File: src/rtl/wb_stage.sv
// Writeback stage: load extraction, 32x32 integer register file with
// same-cycle write-through bypass, scoreboard release pulse and retire counter.
module wb_stage #(
  parameter int          XLEN     = 32,
  parameter int          NREGS    = 32,
  parameter logic [31:0] NOP_INST = 32'h00000013
) (
  input  logic            clk,
  input  logic            reset,
  input  logic [31:0]     mem_wb_ir,
  input  logic [XLEN-1:0] mem_wb_alu,
  input  logic [XLEN-1:0] mem_wb_ldata,
  input  logic            mem_wb_load,
  input  logic            mem_wb_regdest,
  input  logic [4:0]      rs1_addr,
  input  logic [4:0]      rs2_addr,
  output logic [XLEN-1:0] rs1_data,
  output logic [XLEN-1:0] rs2_data,
  output logic            wb_en,
  output logic [4:0]      wb_rd,
  output logic [XLEN-1:0] wb_data,
  output logic            sb_clr_valid,
  output logic [4:0]      sb_clr_rd,
  output logic [63:0]     instret
);

  localparam int NPORTS = 2;

  logic [4:0]      rd;
  logic [2:0]      funct3;
  logic [1:0]      off;
  logic [7:0]      ld_byte;
  logic [15:0]     ld_half;
  logic [XLEN-1:0] ld_ext;
  logic            retire;

  logic [XLEN-1:0] rf_q [NREGS];
  logic [XLEN-1:0] rf_d [NREGS];
  logic            sb_clr_valid_q, sb_clr_valid_d;
  logic [4:0]      sb_clr_rd_q, sb_clr_rd_d;
  logic [63:0]     instret_q, instret_d;

  logic [NPORTS-1:0][4:0]      rs_addr;
  logic [NPORTS-1:0][XLEN-1:0] rs_data;

  assign rd     = mem_wb_ir[11:7];
  assign funct3 = mem_wb_ir[14:12];
  assign off    = mem_wb_alu[1:0];

  always_comb begin
    ld_byte = 8'h00;
    case (off)
      2'd0: ld_byte = mem_wb_ldata[7:0];
      2'd1: ld_byte = mem_wb_ldata[15:8];
      2'd2: ld_byte = mem_wb_ldata[23:16];
      2'd3: ld_byte = mem_wb_ldata[31:24];
      default: ld_byte = 8'h00;
    endcase
    // halfword select ignores alu[0]; misaligned halves are not split
    ld_half = mem_wb_alu[1] ? mem_wb_ldata[31:16] : mem_wb_ldata[15:0];
  end

  always_comb begin
    ld_ext = mem_wb_ldata;
    case (funct3)
      3'b000: ld_ext = {{(XLEN-8){ld_byte[7]}}, ld_byte};
      3'b100: ld_ext = {{(XLEN-8){1'b0}}, ld_byte};
      3'b001: ld_ext = {{(XLEN-16){ld_half[15]}}, ld_half};
      3'b101: ld_ext = {{(XLEN-16){1'b0}}, ld_half};
      default: ld_ext = mem_wb_ldata;
    endcase
  end

  assign wb_en   = mem_wb_regdest && (rd != 5'd0);
  assign wb_rd   = rd;
  assign wb_data = mem_wb_load ? ld_ext : mem_wb_alu;
  assign retire  = (mem_wb_ir != 32'h0) && (mem_wb_ir != NOP_INST);

  assign rs_addr[0] = rs1_addr;
  assign rs_addr[1] = rs2_addr;
  assign rs1_data   = rs_data[0];
  assign rs2_data   = rs_data[1];

  // x0 is forced to zero on read; wb_en already excludes it from writes/bypass
  always_comb begin
    for (int p = 0; p < NPORTS; p++) begin
      if (rs_addr[p] == 5'd0)
        rs_data[p] = '0;
      else if (wb_en && (rs_addr[p] == wb_rd))
        rs_data[p] = wb_data;
      else
        rs_data[p] = rf_q[rs_addr[p]];
    end
  end

  always_comb begin
    rf_d = rf_q;
    if (wb_en) rf_d[wb_rd] = wb_data;
    sb_clr_valid_d = wb_en;
    sb_clr_rd_d    = rd;
    instret_d      = instret_q + {63'd0, retire};
  end

  always_ff @(posedge clk or negedge reset) begin
    if (!reset) begin
      for (int i = 0; i < NREGS; i++) rf_q[i] <= '0;
      sb_clr_valid_q <= 1'b0;
      sb_clr_rd_q    <= 5'd0;
      instret_q      <= 64'd0;
    end else begin
      rf_q           <= rf_d;
      sb_clr_valid_q <= sb_clr_valid_d;
      sb_clr_rd_q    <= sb_clr_rd_d;
      instret_q      <= instret_d;
    end
  end

  assign sb_clr_valid = sb_clr_valid_q;
  assign sb_clr_rd    = sb_clr_rd_q;
  assign instret      = instret_q;

endmodule

File: config.mk
export PLATFORM = sky130hd
export DESIGN_NAME = wb_stage
export DESIGN_NICKNAME = d
export VERILOG_FILES = /design/src/rtl/wb_stage.sv
export SDC_FILE = /design/constraint.sdc
export NUM_CORES = 2
export LEC_CHECK = 0
export BUFFER_PORTS_ARGS = -buffer_cell sky130_fd_sc_hd__clkbuf_2
export CAP_MARGIN = 0
export CORE_ASPECT_RATIO = 1.2
export CORE_MARGIN = 1
export CORE_UTILIZATION = 55
export CTS_CLUSTER_DIAMETER = 200
export DETAILED_ROUTE_END_ITERATION = 10
export PLACE_DENSITY = 0.73
export SLEW_MARGIN = 20
export SYNTH_ARGS = -nofsm -noshare
export SYNTH_HDL_FRONTEND = slang
export SYNTH_SLANG_ARGS = --single-unit
File: constraint.sdc
create_clock -name clk -period 3.5 [get_ports clk]
set_input_delay 0.7 -clock clk [delete_from_list [all_inputs] [get_ports clk]]
set_output_delay 0.7 -clock clk [all_outputs]
set_load 0.1 [all_outputs]
==> impl_metrics.tcl <==
set metrics [dict create \
    dp_slack_ns -0.1544 \
    layout-drive-gt1-share_pct 29.17 \
    cts_tree "done" \
    totalWireLength_mm 212.3 \
    busiest_layer "met2" \
    path_class "flop to output port" \
    stdcell_count 7330 \
    worst_pin_slew_ns 1.230 \
    startpoint_type "flop" \
    ys_top_cells_by_area "dfrtp_1 48%, mux4_2 15%, nand2_1 7.7%" \
    fin_crit_ns 3.544 \
    io_buffers 281 \
    ys_seq_area_share_pct 47.68 \
    synth-xor-area-share_pct 1.098 \
    syn_area_per_cell_sq_um 10.48 \
    path_max_fanout 3 \
    hold-path-endpoint "sb_clr_rd[2]" \
    hold_viol 0 \
    grt_use_met2_pct 60.00 \
    synth_cells 5479 \
    synth_simple_gate_area_share_pct 10.90 \
    dieWidth_um 296.9 \
    cts_buffers 107 \
    cp.required_ns 2.80 \
    setup_viol 10 \
    p_per_area_nw_per_um2 546.0 \
    synthAdderAreaFrac_pct 0.04358 \
    synth-edff-count 0 \
    ant_nets 0 \
    drt-wirelength-per-cell_um 28.96 \
    dp_hpwl_mm 133.9 \
    grt_pass1_wl_mm 312.8 \
    antenna_found_initial 7 \
    reg2reg_slack_ns 0.74 \
    cts_buffer_depth 3 \
    maxSlewHeadroom_pct 17.98 \
    die-area_sq_um 105700 \
    yosysTopAreaCellShare_pct 47.68 \
    finalMaxSlewViolations 0 \
    synth_top_family_by_area "multiplexers" \
    violations "setup timing" \
    vias_per_cell 6.812 \
    synth_nets 5591 \
    nets 5978 \
    use_met1_pct 50.82 \
    synthMuxAreaShare_pct 21.48 \
    hold_path.class "input port to flop" \
    p_leak_nw 32.13 \
    hold_start "mem_wb_ir[9]" \
    syn_area_sq_um 57420 \
    grt_use_total_pct 39.67 \
    synth_compound_area_share_pct 14.36 \
    ys_ff_latch 1094 \
    reg2reg_depth 6 \
    grt_max_degree 117 \
    clock_skew_ns 0.009337 \
    fp.coreArea_sq_um 103300 \
    status "finished with violations" \
    place.gp.congestion 0.9490 \
    synth.distinct_cells 61 \
    cp_cell_sequence "mux4_2 -> nor2b_4 -> a211oi_2 -> a211oi_2 -> nor4_2 -> buf_4 -> a211oi_4 -> buf_12" \
    drc 0 \
    start_util_pct 55.58 \
    drtIter0Drc 7092 \
    arrival_ns 2.84 \
    grt_remaining_overflow 0 \
    clkSlewWorstSetupHoldPaths_ns 0.07 \
    setup_slack_ns -0.04392 \
    end_kind "output port" \
    syn_to_final_growth_pct 26.10 \
    worstReg2RegEnd "instret[45]" \
    row_count 129 \
    fmax_ghz 0.2822 \
    synthFlopType "dfrtp_1" \
    synth_top_area_cell "dfrtp_1" \
    gr-usage-met3_pct 12.24 \
    grt_pass1_vias 50256 \
    ir_drop_mv 0.4090 \
    async_flop_share_pct 100.0 \
    cts.root.buffer_cell "clkbuf_16" \
    regToRegStartpoint "instret[11]" \
    die_h_um 355.9 \
    yosysWarnings 0 \
    drt_pre_antenna_iters 7 \
    clock-sinks 1094 \
    hold_depth 1 \
    min_period_over_period_pct 101.3 \
    utilization_pct 70.09 \
    rsz0062_at_grt "true" \
    vias 49933 \
    cpMostUsedCell "a211oi_2" \
    dp_cells 7065 \
    slowest_delay_ns 0.47 \
    boundaryPins 282 \
    maxCapViolCount 0 \
    cts_max_level 3 \
    insertion_delay_ns 0.70 \
    slowest_stage "mux4_2" \
]
[kinds of logic after synthesis]
| group | Yosys count |
|---|---|
| muxes | 752 |
| and+or+nand+nor | 1503 |
| adders and majority gates | 2 |
| DFF | 1094 |
| AOI/OAI and AO/OA | 1439 |
| buffers and inverters | 617 |
| xor gates and xnor gates | 72 |
[critical path: cells and delay by family, from the launching register on]
family          cells  cell delay (ns)
compound gates      3             0.38
flops               1             0.40
simple gates        2             0.49
buf+inv             2             0.37
mux                 1             0.47
[what timing repair did]
action                     in CTS  in global routing
resized for setup              48                127
buffers inserted               16                 38
hold endpoints to repair       31                  0
cloned                          3                 11
pin swaps                      11                 40
hold buffers                    1                  0
setup endpoints to repair      45                 69
[placed cells by master, fill, tap and decap left out, types with 13 or more instances in the layout]
cell | synthesis | routed
clkbuf_8 | 0 | 32
buf_6 | 0 | 23
xnor2_1 | 47 | 47
buf_12 | 0 | 226
clkbuf_2 | 0 | 170
and3_1 | 28 | 28
a21oi_1 | 29 | 27
nor2_1 | 52 | 49
clkinvlp_4 | 0 | 13
clkbuf_16 | 0 | 122
nor3_2 | 1 | 13
buf_16 | 0 | 14
buf_4 | 17 | 394
a211oi_1 | 133 | 32
a221oi_1 | 59 | 42
a221oi_2 | 13 | 17
clkinv_2 | 0 | 14
inv_1 | 41 | 29
a22oi_1 | 48 | 45
nand2_2 | 0 | 26
nor3_1 | 66 | 20
mux4_2 | 383 | 383
nand3_1 | 52 | 51
mux2i_1 | 357 | 349
clkbuf_1 | 415 | 19
nand2_1 | 1172 | 1139
nor3_4 | 0 | 34
xor2_1 | 25 | 24
o21ai_1 | 294 | 319
dfrtp_1 | 1094 | 1094
nand4_1 | 21 | 21
nor2b_1 | 48 | 42
a221oi_4 | 0 | 13
bufinv_16 | 0 | 14
o21ai_0 | 803 | 768
a211oi_4 | 1 | 67
a211oi_2 | 4 | 39
[layout make-up]
type / instances / area [sq um]
antenna: 1 / 2.502
clock buffer: 162 / 3289
clock inverter: 35 / 548.0
fill: 7039 / 30900
inverter: 44 / 202.7
multi-input combinational: 3768 / 29780
sequential: 1094 / 27380
tap: 1375 / 1720
timing repair buffer: 851 / 9478
[synth_stat cells (6+ instances only)]
cell type / instances
nand3_1: 52
nor4_1: 14
o211ai_1: 7
buf_2: 131
nor2b_1: 48
mux2_2: 12
o21ai_1: 294
nand4_1: 21
buf_4: 17
inv_1: 41
a221oi_2: 13
a221oi_1: 59
o221ai_1: 8
a311oi_1: 13
o21ai_0: 803
mux2i_1: 357
dfrtp_1: 1094
and2_1: 13
nand2_1: 1172
and4_1: 7
and3_1: 28
a22oi_1: 48
clkbuf_1: 415
xnor2_1: 47
nor3b_1: 10
a2bb2oi_1: 6
nor3_1: 66
xor2_1: 25
a211oi_1: 133
nor2_1: 52
a21oi_1: 29
mux4_2: 383
buf_1: 10
[where the power goes]
group	leakage [nW]	switching (mW)	total (mW)	internal, mW
Clock	1.89	5.15	12.6	7.49
Combinational	15.9	5.63	10.2	4.56
Sequential	14.3	1.85	16.7	14.9
Total	32.1	12.6	39.5	26.9
[registers in the layout, summed over array words and instances (netlist names)]
register	count
rf_q	1024
sb_clr_valid	1
sb_clr_rd	5
instret	64
[metal layers]
layer	vias up	part of all wire, %
met5	-	0.020
met4	6	6.7
met3	900	14
met2	3726	45
met1	24807	35
li1	20494	-
[worst max path at each step]
stage / cells past startpoint / endpoint / slack, ns / start
finish: 8 / rs2_data[14] / -0.04 / rf_q[942]
global route: 8 / rs2_data[14] / -0.07 / rf_q[910]
CTS: 10 / rs1_data[25] / 0.001 / rs1_addr[1]
detailed placement: 10 / wb_data[24] / -0.15 / mem_wb_alu[1]
global placement: 10 / rs2_data[25] / -0.16 / rs2_addr[0]
floorplan: 8 / rs2_data[24] / -0.48 / mem_wb_ir[8]
[stage by stage]
stage	hold slack [ns]	setup TNS, ns	instance area [sq um]	power (mW)
final	0.2315	-0.1866	72400	39.53
after global routing	0.2404	-0.9627	72400	40.91
after CTS	0.2060	0	71270	39.07
after detailed placement	0.3833	-2.758	66940	26.43
after global placement	0.3767	-1.896	66940	25.97
after floorplan	0.4044	-21.61	59250	22.71
No activity file was read; power rests on OpenSTA's default activity.
